$ cat src/rtl/alu_cmd_sequencer.sv
// Command-side ALU initiator: gathers a CC/DD frame from the RX byte stream, runs the ALU,
// and returns the result (LSB first) or an error byte through the TX valid/busy handshake.
module alu_cmd_sequencer #(
  parameter int DATA_WIDTH = 8,
  parameter int OUT_WIDTH  = 2 * DATA_WIDTH,
  parameter int TIMEOUT    = 15
) (
  input  logic                  CLK,
  input  logic                  RST,
  input  logic [DATA_WIDTH-1:0] RX_P_DATA,
  input  logic                  RX_D_VLD,
  input  logic [OUT_WIDTH-1:0]  ALU_OUT,
  input  logic                  ALU_OUT_VLD,
  input  logic                  TX_BUSY,
  output logic [DATA_WIDTH-1:0] ALU_A,
  output logic [DATA_WIDTH-1:0] ALU_B,
  output logic [3:0]            ALU_FUN,
  output logic                  ALU_EN,
  output logic [DATA_WIDTH-1:0] TX_P_DATA,
  output logic                  TX_D_VLD,
  output logic                  SEQ_BUSY,
  output logic                  FRAME_ERR
);

  localparam int CNT_W = $clog2(TIMEOUT + 1);
  localparam logic [DATA_WIDTH-1:0] CMD_NEW   = DATA_WIDTH'('hCC);
  localparam logic [DATA_WIDTH-1:0] CMD_REUSE = DATA_WIDTH'('hDD);
  localparam logic [DATA_WIDTH-1:0] ERR_BYTE  = DATA_WIDTH'('hEE);
  // Leaving ALU_WAIT on this count means the counter has just reached TIMEOUT.
  localparam logic [CNT_W-1:0]      CNT_LAST  = CNT_W'(TIMEOUT - 1);

  typedef enum logic [3:0] {
    IDLE, GET_A, GET_B, GET_FUN, ALU_RUN, ALU_WAIT, TX_LO, TX_HI, TX_ERR
  } state_t;

  state_t                 state, next_state;
  logic [OUT_WIDTH-1:0]   result;
  logic [CNT_W-1:0]       count;
  logic                   frame_err_q;

  always_ff @(posedge CLK) begin
    if (RST) begin
      state       <= IDLE;
      ALU_A       <= '0;
      ALU_B       <= '0;
      ALU_FUN     <= '0;
      result      <= '0;
      count       <= '0;
      frame_err_q <= 1'b0;
    end else begin
      state       <= next_state;
      frame_err_q <= 1'b0;
      case (state)
        IDLE: begin
          if (RX_D_VLD && (RX_P_DATA != CMD_NEW) && (RX_P_DATA != CMD_REUSE))
            frame_err_q <= 1'b1;
        end
        GET_A:   if (RX_D_VLD) ALU_A <= RX_P_DATA;
        GET_B:   if (RX_D_VLD) ALU_B <= RX_P_DATA;
        GET_FUN: if (RX_D_VLD) ALU_FUN <= RX_P_DATA[3:0];
        ALU_RUN: count <= '0;
        ALU_WAIT: begin
          count <= count + CNT_W'(1);
          if (ALU_OUT_VLD)
            result <= ALU_OUT;
          else if (count == CNT_LAST)
            frame_err_q <= 1'b1;
        end
        default: ;
      endcase
    end
  end

  always_comb begin
    next_state = state;
    ALU_EN     = 1'b0;
    TX_D_VLD   = 1'b0;
    TX_P_DATA  = '0;
    case (state)
      IDLE: begin
        if (RX_D_VLD) begin
          if (RX_P_DATA == CMD_NEW)
            next_state = GET_A;
          else if (RX_P_DATA == CMD_REUSE)
            next_state = GET_FUN;
        end
      end
      GET_A:   if (RX_D_VLD) next_state = GET_B;
      GET_B:   if (RX_D_VLD) next_state = GET_FUN;
      GET_FUN: if (RX_D_VLD) next_state = ALU_RUN;
      ALU_RUN: begin
        ALU_EN     = 1'b1;
        next_state = ALU_WAIT;
      end
      // A valid result on the final count still wins over the timeout.
      ALU_WAIT: begin
        ALU_EN = 1'b1;
        if (ALU_OUT_VLD)
          next_state = TX_LO;
        else if (count == CNT_LAST)
          next_state = TX_ERR;
      end
      TX_LO: begin
        TX_D_VLD  = 1'b1;
        TX_P_DATA = result[DATA_WIDTH-1:0];
        if (!TX_BUSY) next_state = TX_HI;
      end
      TX_HI: begin
        TX_D_VLD  = 1'b1;
        TX_P_DATA = result[OUT_WIDTH-1:DATA_WIDTH];
        if (!TX_BUSY) next_state = IDLE;
      end
      TX_ERR: begin
        TX_D_VLD  = 1'b1;
        TX_P_DATA = ERR_BYTE;
        if (!TX_BUSY) next_state = IDLE;
      end
      default: next_state = IDLE;
    endcase
  end

  assign SEQ_BUSY  = (state != IDLE);
  assign FRAME_ERR = frame_err_q;

endmodule
$ cat config.mk
export PLATFORM = sky130hd
export DESIGN_NAME = alu_cmd_sequencer
export DESIGN_NICKNAME = d
export VERILOG_FILES = /design/src/rtl/alu_cmd_sequencer.sv
export SDC_FILE = /design/constraint.sdc
export NUM_CORES = 1
export LEC_CHECK = 0
export CAP_MARGIN = 15
export CORE_MARGIN = 4
export CORE_UTILIZATION = 44
export CTS_BUF_LIST = sky130_fd_sc_hd__clkbuf_4
export DETAILED_ROUTE_END_ITERATION = 8
export GPL_TIMING_DRIVEN = 1
export PLACE_DENSITY = 0.81
export RECOVER_POWER = 50
export SYNTH_ARGS = -nofsm -noshare
export SYNTH_HDL_FRONTEND = slang
export SYNTH_SLANG_ARGS = --single-unit
export TNS_END_PERCENT = 5
$ cat constraint.sdc
create_clock -name CLK -period 1.52 [get_ports CLK]
set_input_delay 0.304 -clock CLK [delete_from_list [all_inputs] [get_ports CLK]]
set_output_delay 0.304 -clock CLK [all_outputs]
set_load 0.03 [all_outputs]
**Yosys cells after proc, flatten, opt, wreduce, memory -nomap -nowiden**

Cells that the tools add are included.

- Logic and storage cells: 61
- Output and inout port bits: 32
- Register bits after elaboration: 45
- Input bits: 29

- Mux-type cells: 19
- $add $sub $neg: 1
- Reductions and logical operators: 13
- Equal/unequal tests: 21

Operator list:

| operator | number |
|---|---|
| 2-to-1 mux 4 bit | 10 |
| case mux 4 bit (8 select lines) | 1 |
| case mux 8 bit (3 select lines) | 1 |
| equality test 4 x 3 -> 1 bit (second input constant) | 4 |
| equality test 8 bit (second input constant) | 2 |
| != test 8 bit (second input constant) | 2 |
| != test 2 bit (second input constant) | 6 |
| equality test 4 x 2 -> 1 bit (second input constant) | 2 |
| equality test 4 bit (second input constant) | 2 |
| case mux 4 bit (2 select lines) | 1 |
| AND reduction 2 bit | 4 |
| AND reduction 8 bit | 1 |
| != test 3 bit (second input constant) | 2 |
| 2-to-1 mux 1 bit | 5 |
| adder 4 x 1 -> 4 bit (second input constant) | 1 |
| equality test 4 x 1 -> 1 bit (second input constant) | 1 |
| zero test 4 bit | 1 |
| nonzero test 4 bit | 1 |
| OR reduction 2 bit | 2 |
| OR reduction 3 bit | 1 |
| logical AND 1 bit | 2 |
| case mux 1 bit (2 select lines) | 1 |
| nonzero test 2 bit | 1 |

**Logic depth before layout (Yosys ltp)**

Gate-level depths: netlist (run 1).

- Depth in word-level cells: 5
- Gate-level depth with buffers: 7
- Gate-level depth less buffers: 6

**Worst setup path before layout (run 1)**

Ideal clock, no wire load.

- Path kind: register to output
- Start: register state[0]
- End: output port TX_P_DATA[1]
- Cell stages (with the launch flop): 5
- Data required time: 1216 ps
- Arrival: 1647 ps
- Path buffers: 2
- Setup slack: -431 ps
- Cell sequence: dfxtp_1 > buf_6 > clkbuf_1 > mux2i_1 > o21ai_0

- Longest elaborated chain between the ends: 2
- Elaborated cells on any way between the ends: 4
- Those cells by class: eq/ne: 3; mux: 1

RTL lines:

| what | line | source |
|---|---|---|
| from (decl) | 36 | `state_t state, next_state;` |
| from (signal assigned) | 51 | `state <= next_state;` |
| equality test 4 bit / equality test 4 x 3 -> 1 bit (equally long branches) | 79 | `case (state)` |
| case mux 8 bit (3 select lines) (*) | 79 |  |
| to (decl) | 19 | `output logic [DATA_WIDTH-1:0] TX_P_DATA,` |

Mark *: on every way between the ends. The rest lies on a longest branch, timed or not.

**Worst setup path in the final report (run 1)**

- Start: register state[2]
- End: output port TX_P_DATA[3]

The elaborated chain is that of the path after synthesis.

==> impl_metrics.yaml, run 1 <==
status:
  outcome: "complete, but fails checks"
  violations: "setup timing"
critical_path:
  worstPathCellList: "buf_6 -> or4b_4 -> o21ai_2 -> buf_6"
  arrival_ns: 1.70
  reg2reg_to: "state[3]"
  r2r_slack_ns: -0.32
  critical-path-top-delay-family: "simple AND/OR/NAND/NOR gates"
  cp_num_buf_inv: 2
  critPathMaxFanout: 7
  cp-start-kind: "flip-flop"
  critical_path.max_stage_delay_ns: 0.62
  cpMaxStageDelayCell: "or4b_4"
  reg2reg_depth: 7
  crit_type: "flip-flop to output port"
  crit_top_cell: "buf_6"
  end_kind: "output port"
  reg2reg_from: "state[3]"
  cp_data_required_time_ns: 1.22
synth:
  syn_nets: 265
  post-synth-top-count-cell: "dfxtp_1"
  yosysSeqAreaShare: 0.440
  syn_area_um2: 2050
  ys.flop_type: "dfxtp_1"
  async_reset_ff_frac: 0
  synthDistinctLibCells: 34
  synth_edf_count: 0
  ys_top_cells_by_count: "dfxtp_1 (45), nand2_1 (42), nor2_1 (33)"
  synth_area_leader_cell: "dfxtp_1"
  ys_ff_latch: 45
  synth.avg_cell_area_um2: 8.75
  syn_inst: 234
  yosysTopAreaCellShare: 0.440
  yosysWarningCount: 0
  synthTopCellsByArea: "dfxtp_1 (44%), mux2i_1 (15%), nand2_1 (7.7%), nor2_1 (6.0%), a21oi_1 (5.6%)"
global_route:
  grt_pass1_wl_um: 9530
  grt_pass1_vias: 2036
  gr-usage-all-layers: 0.197
  antenna_found_initial: 0
  overflow: 0
  grt_max_degree: 27
timing:
  holdWs_ns: 0.463
  clock.fmax_mhz: 499
  period_share: 1.32
  setup_violations: 30
  fin_crit_ns: 2.00
  fin_ws_ns: -0.483
  fin_skew_ns: 0.0163
  rsz0062_at_grt: "true"
  tns_ns: -5.64
  hold_viol: 0
  max_slew.worst_pin.slew_ns: 0.373
  finalMaxSlewViolations: 0
  slew_headroom: 0.752
power:
  powerDensity_nw_per_um2: 1150
  p_switching_mw: 1.31
  internal_power_mw: 2.27
  leakage_nw: 1.39
  p_clk_frac: 0.152
  power_frac_comb: 0.478
  switching_share: 0.366
  ir_drop_mv: 0.793
  p_seq_frac: 0.370
clock_network:
  cts_buffers: 5
  htree_levels: 2
  clk_latency_ns: 0.35
  cts.sinks: 45
  clk_pin_slew_ns: 0.13
  ctsRootBufferMaster: "clkbuf_4"
  cts_buffer_depth: 2
  cts_tree: "built"
  hold_buffers: 0
final_layout:
  antennaDiodeCount: 0
  final_core_util: 0.702
  fill_cells: 342
  final_nets: 352
  fin_area_um2: 3120
  stdcell_count: 373
  syn_to_final_growth_pct: 52.3
  drive_above_1_share: 0.246
drt:
  drc: 0
  antenna_left: 0
  via_count: 1972
  drt_iter0_markers: 115
  viasPerCell: 5.29
  wirelength_um: 5550
  drtPass1Iterations: 4
  wire_per_inst_um: 14.9
floorplan:
  fp.dieW_um: 76.2
  rows: 24
  core_area_um2: 4440
  start_util: 0.461
  die_y_um: 76.2
  pin_count: 61
  die-area_um2: 5810
hold_path:
  min_from: "result[3]"
  holdPathEnd: "result[3]"
  min_path_type: "flip-flop to flip-flop"
  hold_depth: 2
placement:
  portBuffers: 60
  dp.cells: 363
  gp_congestion: 0.848
  dpl.hpwl_um: 4050
  postPlaceCellArea_um2: 2930
flow_run:
  cap_violations: 0
[routing by layer]
metal | vias to the layer above | wire [um] | GRT usage | share of wire
li1 | 977 | - | - | -
met1 | 932 | 2310 | 0.233 | 0.42
met2 | 55 | 2820 | 0.340 | 0.51
met3 | 8 | 355 | 0.0615 | 0.064
met4 | 0 | 76 | 0.0634 | 0.014
met5 | - | 0 | 0 | 0
[cell families after synthesis]
kind of cell / Yosys count / synth area share
xor+xnor: 1 / 0.00428
mux: 30 / 0.147
fa+ha+maj: 2 / 0.0122
buf+inv: 19 / 0.0483
simple gates: 97 / 0.222
compound gates: 40 / 0.127
flops: 45 / 0.440
[worst max-delay path by stage]
| stage | endpoint | start | cells after the start | slack (ns) |
|---|---|---|---|---|
| 6_report | TX_P_DATA[3] | state[2] | 4 | -0.48 |
| 4_1_cts | TX_P_DATA[3] | state[1] | 4 | -0.49 |
| 3_5_place_dp | state[3] | RX_P_DATA[2] | 6 | -0.59 |
| 2_1_floorplan | state[1] | state[0] | 6 | -0.13 |
| 3_3_place_gp | state[3] | RX_P_DATA[2] | 6 | -0.48 |
| 5_1_grt | TX_D_VLD | state[2] | 4 | -0.52 |
[per-stage QoR]
step | worst slack, ns | power, mW
floorplan | -0.134 | 2.33
global placement | -0.481 | 2.87
detailed placement | -0.587 | 2.90
CTS | -0.494 | 3.55
global route | -0.525 | 3.75
finish | -0.483 | 3.58
[power by group through the flow]
stage / Clock (mW) / Combinational, mW / Sequential (mW)
floorplan: 0 / 0.873 / 1.46
global placement: 0 / 1.53 / 1.34
detailed placement: 0 / 1.56 / 1.34
CTS: 0.559 / 1.67 / 1.32
global route: 0.607 / 1.81 / 1.33
finish: 0.543 / 1.71 / 1.32
[registers in the layout, indices dropped and copies added, names as in the netlist]
name / flops
ALU_B: 8
state: 4
result: 16
FRAME_ERR: 1
ALU_FUN: 4
count: 4
ALU_A: 8
[cell usage in the layout (no fill, tap or decap), types with 6 or more instances in the layout]
master	instances
mux2i_1	30
clkbuf_4	6
o21ai_2	6
buf_12	6
nor2_1	31
buf_4	17
nand2_1	41
dlygate4sd2_1	21
clkdlybuf4s50_1	28
buf_6	20
a21oi_1	22
dfxtp_1	41
[worst register-to-register path: cells and delay by family, from the launching register on]
kind	cells	cell delay, ns
compound gates	3	0.78
buf+inv	2	0.26
flops	1	0.35
simple gates	2	0.36
[what timing repair did]
item / 4_1_cts / 5_1_grt
gates resized for setup: 52 / 14
endpoints found under the setup margin: 54 / 54
pin swaps: 8 / 2
setup buffers: 3 / 0
[layout make-up]
cell class                 instances  area (um2)  share of cell area
clock buffer                       6        45.0              0.0144
clock inverter                     1        3.75             0.00120
inverter                           6        22.5             0.00722
multi-input combinational        170        1130               0.362
sequential                        45         906               0.290
tap                               52        65.1              0.0209
timing repair buffer              93         948               0.304
No activity file was read; power rests on OpenSTA's default activity.
==> run 2, diff against run 1 <==
--- a/config.mk
+++ b/config.mk
@@ -12,7 +12,6 @@
 export DETAILED_ROUTE_END_ITERATION = 8
 export GPL_TIMING_DRIVEN = 1
 export PLACE_DENSITY = 0.81
-export RECOVER_POWER = 50
 export SYNTH_ARGS = -nofsm -noshare
 export SYNTH_HDL_FRONTEND = slang
 export SYNTH_SLANG_ARGS = --single-unit
==> results of run 2 <==
No change in the layout: final DEF, timing and power equal those of run 1.
==> run 3, diff against run 2 <==
--- a/config.mk
+++ b/config.mk
@@ -7,11 +7,13 @@
 export LEC_CHECK = 0
 export CAP_MARGIN = 15
 export CORE_MARGIN = 4
-export CORE_UTILIZATION = 44
+export CORE_UTILIZATION = 37
 export CTS_BUF_LIST = sky130_fd_sc_hd__clkbuf_4
 export DETAILED_ROUTE_END_ITERATION = 8
 export GPL_TIMING_DRIVEN = 1
-export PLACE_DENSITY = 0.81
+export PLACE_DENSITY = 0.71
+export REMOVE_ABC_BUFFERS = 1
+export SLEW_MARGIN = 30
 export SYNTH_ARGS = -nofsm -noshare
 export SYNTH_HDL_FRONTEND = slang
 export SYNTH_SLANG_ARGS = --single-unit
==> impl_metrics.yaml, run 3 (synthesized netlist as in run 1, its figures left out) <==
final_layout:
  layout_commonest_cell: "dfxtp_1"
  antennaDiodeCount: 0
  regMostFlops: "result"
  final_nets: 360
  fin_area_um2: 3200
  fill_cells: 484
  final_cell_mix: "dfxtp_1 (42), nand2_1 (39), nor2_1 (32)"
  multi_input_area_um2: 1150
  syn_to_final_growth_pct: 56.2
  ff_latch_area_um2: 905
  final_core_util: 0.611
  largest_reg_flops: 16
  largestRegisters: "result (16), ALU_A (8), ALU_B (8)"
  drive_above_1_share: 0.270
global_route:
  grt_use_met1: 0.191
  grt_pass1_wl_um: 8780
  antenna_found_initial: 0
  groute.layer.met3.usage: 0.0607
  grt_max_degree: 30
  grt-busiest-layer: "met2"
  gr-usage-all-layers: 0.167
  grt_pass1_vias: 1928
  overflow: 0
  gr-usage-met2: 0.287
drt:
  via_count: 1969
  viasPerCell: 4.92
  wirelength_um: 5390
  drtPass1Iterations: 4
  drt_iter0_markers: 54
  wire_per_inst_um: 13.5
  drc: 0
  antenna_left: 0
power:
  p_clk_frac: 0.154
  power_frac_comb: 0.485
  switching_share: 0.370
  powerDensity_nw_per_um2: 1150
  power_mw: 3.67
  ir_drop_mv: 0.700
  internal_power_mw: 2.31
  leakage_nw: 1.39
  p_switching_mw: 1.36
  p_seq_frac: 0.360
timing:
  setup_violations: 17
  rsz0062_at_grt: "true"
  clock.fmax_mhz: 486
  finalMaxSlewViolations: 0
  fin_skew_ns: 0.00570
  hold_viol: 0
  period_share: 1.35
  fin_ws_ns: -0.536
  slew_headroom: 0.755
  fin_crit_ns: 2.06
  max_slew.worst_pin.slew_ns: 0.366
clock_network:
  htree_levels: 2
  hold_buffers: 0
  clk_pin_slew_ns: 0.13
  cts_buffers: 5
  cts.sinks: 45
  cts_tree: "built"
  cts_buffer_depth: 2
  clk_latency_ns: 0.35
  ctsRootBufferMaster: "clkbuf_4"
critical_path:
  crit_type: "flip-flop to output port"
  reg2reg_depth: 7
  critPathMaxFanout: 5
  arrival_ns: 1.75
  crit_start: "state[0]"
  reg2reg_from: "state[1]"
  reg2reg_to: "state[1]"
  end_kind: "output port"
  cp-start-kind: "flip-flop"
  cp_data_required_time_ns: 1.22
  r2r_slack_ns: -0.27
  crit_end: "TX_P_DATA[3]"
floorplan:
  pin_count: 61
  rows: 26
  fp.dieW_um: 82.4
  die-area_um2: 6790
  start_util: 0.391
  die_y_um: 82.4
  core_area_um2: 5240
hold_path:
  min_path_type: "flip-flop to flip-flop"
placement:
  portBuffers: 60
  dp_slack_ns: -0.484
  dpl.hpwl_um: 3940
  gp_congestion: 0.794
  postPlaceCellArea_um2: 2950
status:
  outcome: "complete, but fails checks"
  violations: "setup timing"
flow_run:
  cap_violations: 0
-- run 3: layer usage --
layer,routed length [um],vias to the layer above,share of wire
met5,0,-,0
met4,98,0,0.018
met3,435,11,0.081
met2,2590,53,0.48
met1,2270,916,0.42
li1,-,989,-
-- run 3: power groups by stage --
stage / registers (mW) / logic [mW] / clock network [mW]
detailed placement: 1.34 / 1.58 / 0
global route: 1.33 / 1.89 / 0.659
global placement: 1.34 / 1.57 / 0
finish: 1.32 / 1.78 / 0.565
floorplan: 1.51 / 0.707 / 0
CTS: 1.32 / 1.73 / 0.599
-- run 3: how the worst min path moves through the flow --
stage / from / end / slack (ns) / depth (start not counted)
floorplan: RST / state[1] / 0.37 / 1
global placement: result[2] / result[2] / 0.44 / 2
detailed placement: result[3] / result[3] / 0.45 / 2
CTS: result[3] / result[3] / 0.47 / 2
global route: ALU_OUT[0] / result[0] / 0.46 / 3
finish: result[8] / result[8] / 0.47 / 2
-- run 3: through the flow --
| step | hold slack [ns] | cells | setup TNS [ns] |
|---|---|---|---|
| 3_5_place_dp | 0.447 | 390 | -6.71 |
| 3_3_place_gp | 0.442 | 390 | -6.17 |
| 6_report | 0.466 | 400 | -5.98 |
| 4_1_cts | 0.465 | 400 | -6.35 |
| 2_1_floorplan | 0.369 | 221 | -10.15 |
| 5_1_grt | 0.460 | 400 | -8.69 |
-- run 3: critical path, cell delays in order, from the launching register on --
cell and delay, ns:
dfxtp_2 0.35, buf_6 0.11, or4b_4 0.57, buf_6 0.16
o21ai_2 0.06, buf_6 0.15
-- run 3: timing repair --
action	in CTS	in global routing
resized for setup	68	17
setup buffers	2	0
cloned	0	0
endpoints found under the setup margin	74	54
pin swaps	5	4
endpoints found under the hold margin	0	0
-- run 3: area by class of cell --
| class | count | area share |
|---|---|---|
| Sequential cell | 45 | 0.283 |
| Timing Repair Buffer | 101 | 0.304 |
| Clock buffer | 5 | 0.0117 |
| Inverter | 6 | 0.00782 |
| Tap cell | 70 | 0.0274 |
| Multi-Input combinational cell | 170 | 0.361 |
| Clock inverter | 3 | 0.00548 |
